$ cat src/rtl/tmr32_seq_pkg.sv
// Shared constants, state/sequence enums and op-decode helpers for the timer PWM sequencer.
package tmr32_seq_pkg;

  localparam logic [7:0]  REG_LOAD  = 8'h20;
  localparam logic [7:0]  REG_CMP   = 8'h10;
  localparam logic [7:0]  REG_CTRL  = 8'h30;
  localparam logic [7:0]  REG_IC    = 8'h48;

  localparam logic [31:0] CTRL_RUN  = 32'h3;
  localparam logic [31:0] CTRL_HALT = 32'h0;
  localparam logic [31:0] IC_OVF    = 32'h1;

  typedef enum logic [1:0] {ST_IDLE, ST_SETUP, ST_ACCESS, ST_WAIT} seq_state_e;
  typedef enum logic [1:0] {SQ_START, SQ_STEP, SQ_END, SQ_STOP} seq_kind_e;
  typedef enum logic [2:0] {OP_LOAD, OP_CMP, OP_RUN, OP_IC, OP_HALT} op_e;

  // Each sequence kind is a short fixed list of register writes.
  function automatic op_e op_at(seq_kind_e k, logic [1:0] i);
    op_e op;
    op = OP_HALT;
    case (k)
      SQ_START: op = (i == 2'd0) ? OP_LOAD : (i == 2'd1) ? OP_CMP : OP_RUN;
      SQ_STEP:  op = (i == 2'd0) ? OP_LOAD : (i == 2'd1) ? OP_CMP : OP_IC;
      SQ_END:   op = (i == 2'd0) ? OP_IC : OP_HALT;
      default:  op = OP_HALT;
    endcase
    return op;
  endfunction

  function automatic logic op_last(seq_kind_e k, logic [1:0] i);
    logic last;
    case (k)
      SQ_START, SQ_STEP: last = (i == 2'd2);
      SQ_END:            last = (i == 2'd1);
      default:           last = 1'b1;
    endcase
    return last;
  endfunction

endpackage

$ cat src/rtl/tmr32_seq_apbm.sv
// APB write master: one SETUP cycle then ACCESS until PREADY; a new request may be
// accepted in the completing ACCESS cycle so writes run back to back.
module tmr32_seq_apbm
  import tmr32_seq_pkg::*;
(
  input  logic        PCLK,
  input  logic        PRESET,
  input  logic        req,
  input  logic [7:0]  addr,
  input  logic [31:0] data,
  output logic        ack,
  output logic        M_PSEL,
  output logic        M_PENABLE,
  output logic        M_PWRITE,
  output logic [7:0]  M_PADDR,
  output logic [31:0] M_PWDATA,
  input  logic        M_PREADY
);

  seq_state_e ph, ph_d;
  logic       accept;

  assign ack    = (ph == ST_ACCESS) && M_PREADY;
  assign accept = req && ((ph == ST_IDLE) || ack);

  always_comb begin
    ph_d = ph;
    case (ph)
      ST_IDLE:   if (accept) ph_d = ST_SETUP;
      ST_SETUP:  ph_d = ST_ACCESS;
      ST_ACCESS: if (ack) ph_d = accept ? ST_SETUP : ST_IDLE;
      default:   ph_d = ST_IDLE;
    endcase
  end

  always_ff @(posedge PCLK or posedge PRESET) begin
    if (PRESET) begin
      ph       <= ST_IDLE;
      M_PADDR  <= '0;
      M_PWDATA <= '0;
    end else begin
      ph <= ph_d;
      if (accept) begin
        M_PADDR  <= addr;
        M_PWDATA <= data;
      end
    end
  end

  assign M_PSEL    = (ph != ST_IDLE);
  assign M_PENABLE = (ph == ST_ACCESS);
  assign M_PWRITE  = M_PSEL;

endmodule

$ cat src/rtl/tmr32_pwm_seq.sv
// Step-table PWM sequencer: on each timer overflow, reprograms LOAD/CMP of a timer
// through an APB write master, with optional looping, stop and overrun detection.
module tmr32_pwm_seq
  import tmr32_seq_pkg::*;
#(
  parameter int DEPTH = 8,
  parameter int AW    = $clog2(DEPTH)
) (
  input  logic          PCLK,
  input  logic          PRESET,
  input  logic          tbl_we,
  input  logic [AW-1:0] tbl_addr,
  input  logic [31:0]   tbl_load,
  input  logic [31:0]   tbl_cmp,
  input  logic [AW:0]   len,
  input  logic          loop,
  input  logic          start,
  input  logic          stop,
  input  logic          evt,
  output logic          M_PSEL,
  output logic          M_PENABLE,
  output logic          M_PWRITE,
  output logic [7:0]    M_PADDR,
  output logic [31:0]   M_PWDATA,
  input  logic          M_PREADY,
  output logic          busy,
  output logic [AW-1:0] step,
  output logic          done,
  output logic          overrun
);

  localparam logic [AW:0] DEPTH_L = (AW+1)'(DEPTH);

  logic [31:0] load_mem [DEPTH];
  logic [31:0] cmp_mem  [DEPTH];

  seq_state_e    state, state_d;
  seq_kind_e     kind, kind_d, iss_kind;
  logic [1:0]    opi, opi_d, iss_idx;
  logic [AW-1:0] step_d, tidx;
  logic [AW:0]   nxt;
  logic          stop_pend, stop_pend_d, stopping;
  logic          done_d, clr_ovr, issue, evt_q, evt_rise, ack, len_ok;
  logic [31:0]   cmp_hold;
  op_e           iss_op;
  logic [7:0]    req_addr;
  logic [31:0]   req_data;

  always_ff @(posedge PCLK) begin
    if (tbl_we) begin
      load_mem[tbl_addr] <= tbl_load;
      cmp_mem[tbl_addr]  <= tbl_cmp;
    end
  end

  assign evt_rise = evt && !evt_q;
  assign len_ok   = (len != '0) && (len <= DEPTH_L);
  assign stopping = stop || stop_pend;
  assign nxt      = {1'b0, step} + (AW+1)'(1);

  always_ff @(posedge PCLK or posedge PRESET) begin
    if (PRESET) begin
      state     <= ST_IDLE;
      kind      <= SQ_START;
      opi       <= '0;
      step      <= '0;
      stop_pend <= 1'b0;
      done      <= 1'b0;
      overrun   <= 1'b0;
      evt_q     <= 1'b0;
      cmp_hold  <= '0;
    end else begin
      state     <= state_d;
      kind      <= kind_d;
      opi       <= opi_d;
      step      <= step_d;
      stop_pend <= stop_pend_d;
      done      <= done_d;
      evt_q     <= evt;
      // CMP for a step is latched alongside its LOAD so both come from one table snapshot
      if (issue && (iss_op == OP_LOAD)) cmp_hold <= cmp_mem[tidx];
      if (evt_rise && (state != ST_WAIT)) overrun <= 1'b1;
      else if (clr_ovr)                   overrun <= 1'b0;
    end
  end

  always_comb begin
    state_d     = state;
    kind_d      = kind;
    opi_d       = opi;
    step_d      = step;
    stop_pend_d = stop_pend;
    done_d      = 1'b0;
    clr_ovr     = 1'b0;
    issue       = 1'b0;
    iss_kind    = kind;
    iss_idx     = opi;
    tidx        = step;
    case (state)
      ST_IDLE: begin
        if (start && len_ok) begin
          issue    = 1'b1;
          iss_kind = SQ_START;
          iss_idx  = '0;
          tidx     = '0;
          step_d   = '0;
          clr_ovr  = 1'b1;
        end
      end
      ST_SETUP: begin
        state_d     = ST_ACCESS;
        stop_pend_d = stopping;
      end
      ST_ACCESS: begin
        stop_pend_d = stopping;
        if (ack) begin
          // A pending stop replaces the rest of the sequence with a single HALT,
          // unless the write just completed was already the closing HALT.
          if (stopping && (kind != SQ_STOP) && !((kind == SQ_END) && op_last(kind, opi))) begin
            issue    = 1'b1;
            iss_kind = SQ_STOP;
            iss_idx  = '0;
          end else if (!op_last(kind, opi)) begin
            issue   = 1'b1;
            iss_idx = opi + 2'd1;
          end else if ((kind == SQ_START) || (kind == SQ_STEP)) begin
            state_d = ST_WAIT;
          end else begin
            state_d = ST_IDLE;
            done_d  = (kind == SQ_END) && !stopping;
          end
        end
      end
      ST_WAIT: begin
        if (stop) begin
          issue    = 1'b1;
          iss_kind = SQ_STOP;
          iss_idx  = '0;
        end else if (evt_rise) begin
          issue   = 1'b1;
          iss_idx = '0;
          if ((nxt >= len) && !loop) begin
            iss_kind = SQ_END;
          end else begin
            iss_kind = SQ_STEP;
            tidx     = (nxt >= len) ? '0 : nxt[AW-1:0];
            step_d   = tidx;
          end
        end
      end
      default: state_d = ST_IDLE;
    endcase
    if (issue) begin
      state_d = ST_SETUP;
      kind_d  = iss_kind;
      opi_d   = iss_idx;
    end
    if (state_d == ST_IDLE) stop_pend_d = 1'b0;
  end

  always_comb begin
    iss_op   = op_at(iss_kind, iss_idx);
    req_addr = REG_CTRL;
    req_data = CTRL_HALT;
    case (iss_op)
      OP_LOAD: begin req_addr = REG_LOAD; req_data = load_mem[tidx]; end
      OP_CMP:  begin req_addr = REG_CMP;  req_data = cmp_hold;       end
      OP_RUN:  begin req_addr = REG_CTRL; req_data = CTRL_RUN;       end
      OP_IC:   begin req_addr = REG_IC;   req_data = IC_OVF;         end
      default: begin req_addr = REG_CTRL; req_data = CTRL_HALT;      end
    endcase
  end

  assign busy = (state != ST_IDLE);

  tmr32_seq_apbm u_apbm (
    .PCLK      (PCLK),
    .PRESET    (PRESET),
    .req       (issue),
    .addr      (req_addr),
    .data      (req_data),
    .ack       (ack),
    .M_PSEL    (M_PSEL),
    .M_PENABLE (M_PENABLE),
    .M_PWRITE  (M_PWRITE),
    .M_PADDR   (M_PADDR),
    .M_PWDATA  (M_PWDATA),
    .M_PREADY  (M_PREADY)
  );

endmodule

$ cat config.mk
export PLATFORM = sky130hd
export DESIGN_NAME = tmr32_pwm_seq
export DESIGN_NICKNAME = d
export VERILOG_FILES = /design/src/rtl/tmr32_seq_pkg.sv /design/src/rtl/tmr32_seq_apbm.sv /design/src/rtl/tmr32_pwm_seq.sv
export SDC_FILE = /design/constraint.sdc
export NUM_CORES = 1
export LEC_CHECK = 0
export CAP_MARGIN = 10
export CORE_ASPECT_RATIO = 1.2
export CORE_MARGIN = 5
export CORE_UTILIZATION = 45
export DETAILED_ROUTE_END_ITERATION = 8
export GPL_ROUTABILITY_DRIVEN = 0
export PLACE_DENSITY = 0.65
export SYNTH_ARGS = -nofsm -noshare
export SYNTH_HDL_FRONTEND = slang
export SYNTH_HIERARCHICAL = 1
export SYNTH_SLANG_ARGS = --single-unit
$ cat constraint.sdc
create_clock -name PCLK -period 3.6 [get_ports PCLK]
set_input_delay 0.72 -clock PCLK [delete_from_list [all_inputs] [get_ports PCLK]]
set_output_delay 0.72 -clock PCLK [all_outputs]
set_load 0.02 [all_outputs]
==> results.sh <==
export IMPL_finClkSkew_ns=0.0132
export IMPL_async_flop_share=0.145
export IMPL_grt_pass1_wl_um=98300
export IMPL_cp_common_cell="buf_12"
export IMPL_routed_wirelength_um=66700
export IMPL_die_width_um=224
export IMPL_synth_area_mm2=0.0246
export IMPL_postSynthAreaPerCell_um2=14.5
export IMPL_htreeDepth=2
export IMPL_path_buf_inv=3
export IMPL_via_count=15663
export IMPL_final_hold_viol_count=0
export IMPL_crit_slowest_cell="dfrtp_4"
export IMPL_ys_types=72
export IMPL_grt_max_degree=71
export IMPL_yosysMostFrequentCell="edfxtp_1"
export IMPL_synthCells=1695
export IMPL_grt_pass1_vias=15734
export IMPL_ff2ff_path_depth=13
export IMPL_coreArea_mm2=0.0546
export IMPL_num_rows=94
export IMPL_cp_depth=13
export IMPL_port_buffers=127
export IMPL_vdd_drop_max_v=0.000333
export IMPL_syn2layout_area_growth_pct=22.7
export IMPL_path_clk_slew_ns=0.07
export IMPL_p_leak_uw=0.0115
export IMPL_drcViolationCount=0
export IMPL_r2r_start="step[0]$_DFF_PP0_"
export IMPL_status="complete, no violations"
export IMPL_ys_warn_count=6
export IMPL_synth_top_cell_area_share=0.624
export IMPL_r2r_end="u_apbm/M_PWDATA[1]$_DFFE_PP0P_"
export IMPL_required_ns=4.09
export IMPL_yosys_top_cells_area="edfxtp_1, dfrtp_1, a211oi_1"
export IMPL_grt_ovfl_total=0
export IMPL_ys_flop_type="edfxtp_1"
export IMPL_cp_max_fo=20
export IMPL_drive_above_1_share=0.164
export IMPL_relSlewSlack=0.370
export IMPL_drt_iter0_drc=1302
export IMPL_start_util=0.451
export IMPL_grt_total_usage=0.217
export IMPL_synthTopCellsByCount="edfxtp_1, nand2_1, a211oi_1, inv_1, mux2i_1"
export IMPL_fmax_ghz=0.284
export IMPL_nFillCells=4283
export IMPL_placed_area_mm2=0.0279
export IMPL_slowest_delay_ns=0.50
export IMPL_synth_seq_cells=599
export IMPL_postLayoutCellArea_mm2=0.0302
export IMPL_synth_edff_count=512
export IMPL_holdBufCountCts=0
export IMPL_cts_tree="built"
export IMPL_postRouteAntennaNets=0
export IMPL_setup_violations=0
export IMPL_tightest_slew_ns=0.945
export IMPL_crit_type="flip-flop to flip-flop"
export IMPL_insertion_delay_ns=0.60
export IMPL_dr_pass1_iters=5
export IMPL_path_cells="ha_4 > ha_1 > or3b_4 > a211o_4 > nor3_4 > buf_4 > a21oi_4 > buf_12 > buf_12 > a21oi_1 > a22oi_1 > a221o_1 > mux2_2"
export IMPL_yosysTopAreaCell="edfxtp_1"
export IMPL_antenna_found_initial=3
export IMPL_cts_sinks=599
export IMPL_power_density_mw_per_mm2=486
export IMPL_startpoint_type="flip-flop"
export IMPL_fin_crit_ns=3.52
export IMPL_endpoint="u_apbm/M_PWDATA[1]$_DFFE_PP0P_"
export IMPL_max_cap_violations=0
export IMPL_wire_per_inst_um=24.9
export IMPL_dieArea_mm2=0.0595
export IMPL_cp_startpoint="step[0]$_DFF_PP0_"
export IMPL_crit_path_end_kind="flip-flop"
export IMPL_finalCritPeriodShare=0.979
export IMPL_pin_count=128
export IMPL_final_max_slew_viol_count=0
export IMPL_ys_seq_area_frac=0.713
export IMPL_r2r_slack_ns=0.08
export IMPL_via_per_inst=5.86
export IMPL_clock_path_buffers=3
export IMPL_crit_arrival_ns=4.01
export IMPL_place_hpwl_um=38500
export IMPL_cts_buffers=56
export IMPL_fin_util=0.554
export IMPL_die_h_um=266
export IMPL_hp_class="input pin to asynchronous set/reset pin"
export IMPL_path_delay_family="compound AO/OA/AOI/OAI gates"
export IMPL_cts_root_buf="clkbuf_16"
export IMPL_fin_nets=1995
-- layout make-up --
| class | count | area, µm² | share of cell area |
|---|---|---|---|
| antenna | 2 | 5.00 | 0.000166 |
| clock buffer | 75 | 1560 | 0.0517 |
| clock inverter | 28 | 378 | 0.0125 |
| inverter | 111 | 424 | 0.0140 |
| multi-input combinational | 867 | 6290 | 0.208 |
| sequential | 599 | 17600 | 0.581 |
| tap | 720 | 901 | 0.0298 |
| timing repair buffer | 271 | 3110 | 0.103 |
-- flip-flops by register name (all words and copies together) (netlist names) --
name and count:
u_apbm/M_PWDATA 32, u_apbm/ph 2, cmp_hold 32, evt_q 1, step 3, overrun 1
opi 2, load_mem 256, state 2, stop_pend 1, done 1, cmp_mem 256
u_apbm/M_PADDR 8, kind 2
-- report_power, final --
part / internal [µW] / switching [µW] / total (µW)
clock: 3690 / 2500 / 6190
sequential: 7740 / 47.1 / 7790
combinational: 275 / 451 / 726
total: 11700 / 2990 / 14700
-- worst min-delay path by stage --
stage,startpoint,end,depth (start not counted)
after floorplan,cmp_hold[1]$_DFFE_PP0P_,cmp_hold[1]$_DFFE_PP0P_,1
after global placement,overrun$_DFFE_PP0P_,overrun$_DFFE_PP0P_,1
after detailed placement,u_apbm/M_PADDR[1]$_DFFE_PP0P_,u_apbm/M_PADDR[1]$_DFFE_PP0P_,1
after CTS,PRESET,u_apbm/M_PWDATA[11]$_DFFE_PP0P_,2
after global routing,PRESET,u_apbm/ph[0]$_DFFE_PP0P_,2
final,PRESET,u_apbm/ph[0]$_DFFE_PP0P_,2
-- worst register-to-register path, delay by kind of cell (launching register included) --
| family | cells | cell delay [ns] |
|---|---|---|
| flip-flops | 1 | 0.50 |
| adder cells (fa/ha/maj) | 2 | 0.45 |
| buffers and inverters | 3 | 0.54 |
| multiplexers | 1 | 0.27 |
| AO/OA/AOI/OAI | 5 | 1.08 |
| AND/OR/NAND/NOR | 2 | 0.57 |
-- cells in the final DEF, fill, tap and decap left out, types with 18 or more instances in the layout --
| cell | n |
|---|---|
| clkdlybuf4s50_1 | 127 |
| mux2_2 | 44 |
| dfrtp_1 | 86 |
| a221o_1 | 33 |
| nand3_1 | 30 |
| clkbuf_16 | 61 |
| edfxtp_1 | 512 |
| nor2_1 | 18 |
| a211oi_1 | 183 |
| a32o_1 | 30 |
| buf_12 | 44 |
| inv_1 | 106 |
| a31oi_1 | 35 |
| mux2i_1 | 97 |
| o21ai_0 | 34 |
| buf_4 | 83 |
| nand2_1 | 200 |
| a311oi_1 | 31 |
-- kinds of logic after synthesis --
kind of cell               Yosys count  share of synthesized area
DFF                                599                      0.713
AOI/OAI and AO/OA                  409                      0.128
and+or+nand+nor                    302                     0.0548
buffers and inverters              232                     0.0396
muxes                              141                     0.0595
adders and majority gates           10                    0.00508
other                                1                   0.000152
xor gates and xnor gates             1                   0.000356
-- routing by layer --
| metal | global-route usage | vias up | wire length, µm |
|---|---|---|---|
| met2 | 0.370 | 613 | 32900 |
| met5 | 0 | - | 13 |
| met1 | 0.283 | 7960 | 26600 |
| li1 | - | 6973 | - |
| met3 | 0.0348 | 115 | 4560 |
| met4 | 0.0783 | 2 | 2520 |
-- what timing repair did --
item | CTS | global route
gates cloned | 4 | 4
setup buffers | 6 | 5
pin swaps | 5 | 15
gates resized for setup | 9 | 25
setup endpoints to repair | 44 | 40
-- metrics by stage --
stage / setup WS [ns] / total power, µW / instances / TNS (ns) / hold WS, ns
final: 0.0755 / 14700 / 2673 / 0 / 0.485
after global routing: -0.0161 / 15200 / 2671 / -0.0161 / 0.484
after CTS: 0.0203 / 14800 / 2664 / 0 / 0.463
after detailed placement: -0.561 / 8650 / 2551 / -31.95 / 0.494
after global placement: -0.523 / 8620 / 2551 / -28.52 / 0.489
after floorplan: -0.496 / 8270 / 1698 / -80.76 / 0.480
Note: power is estimated with default switching activity, not from simulation.
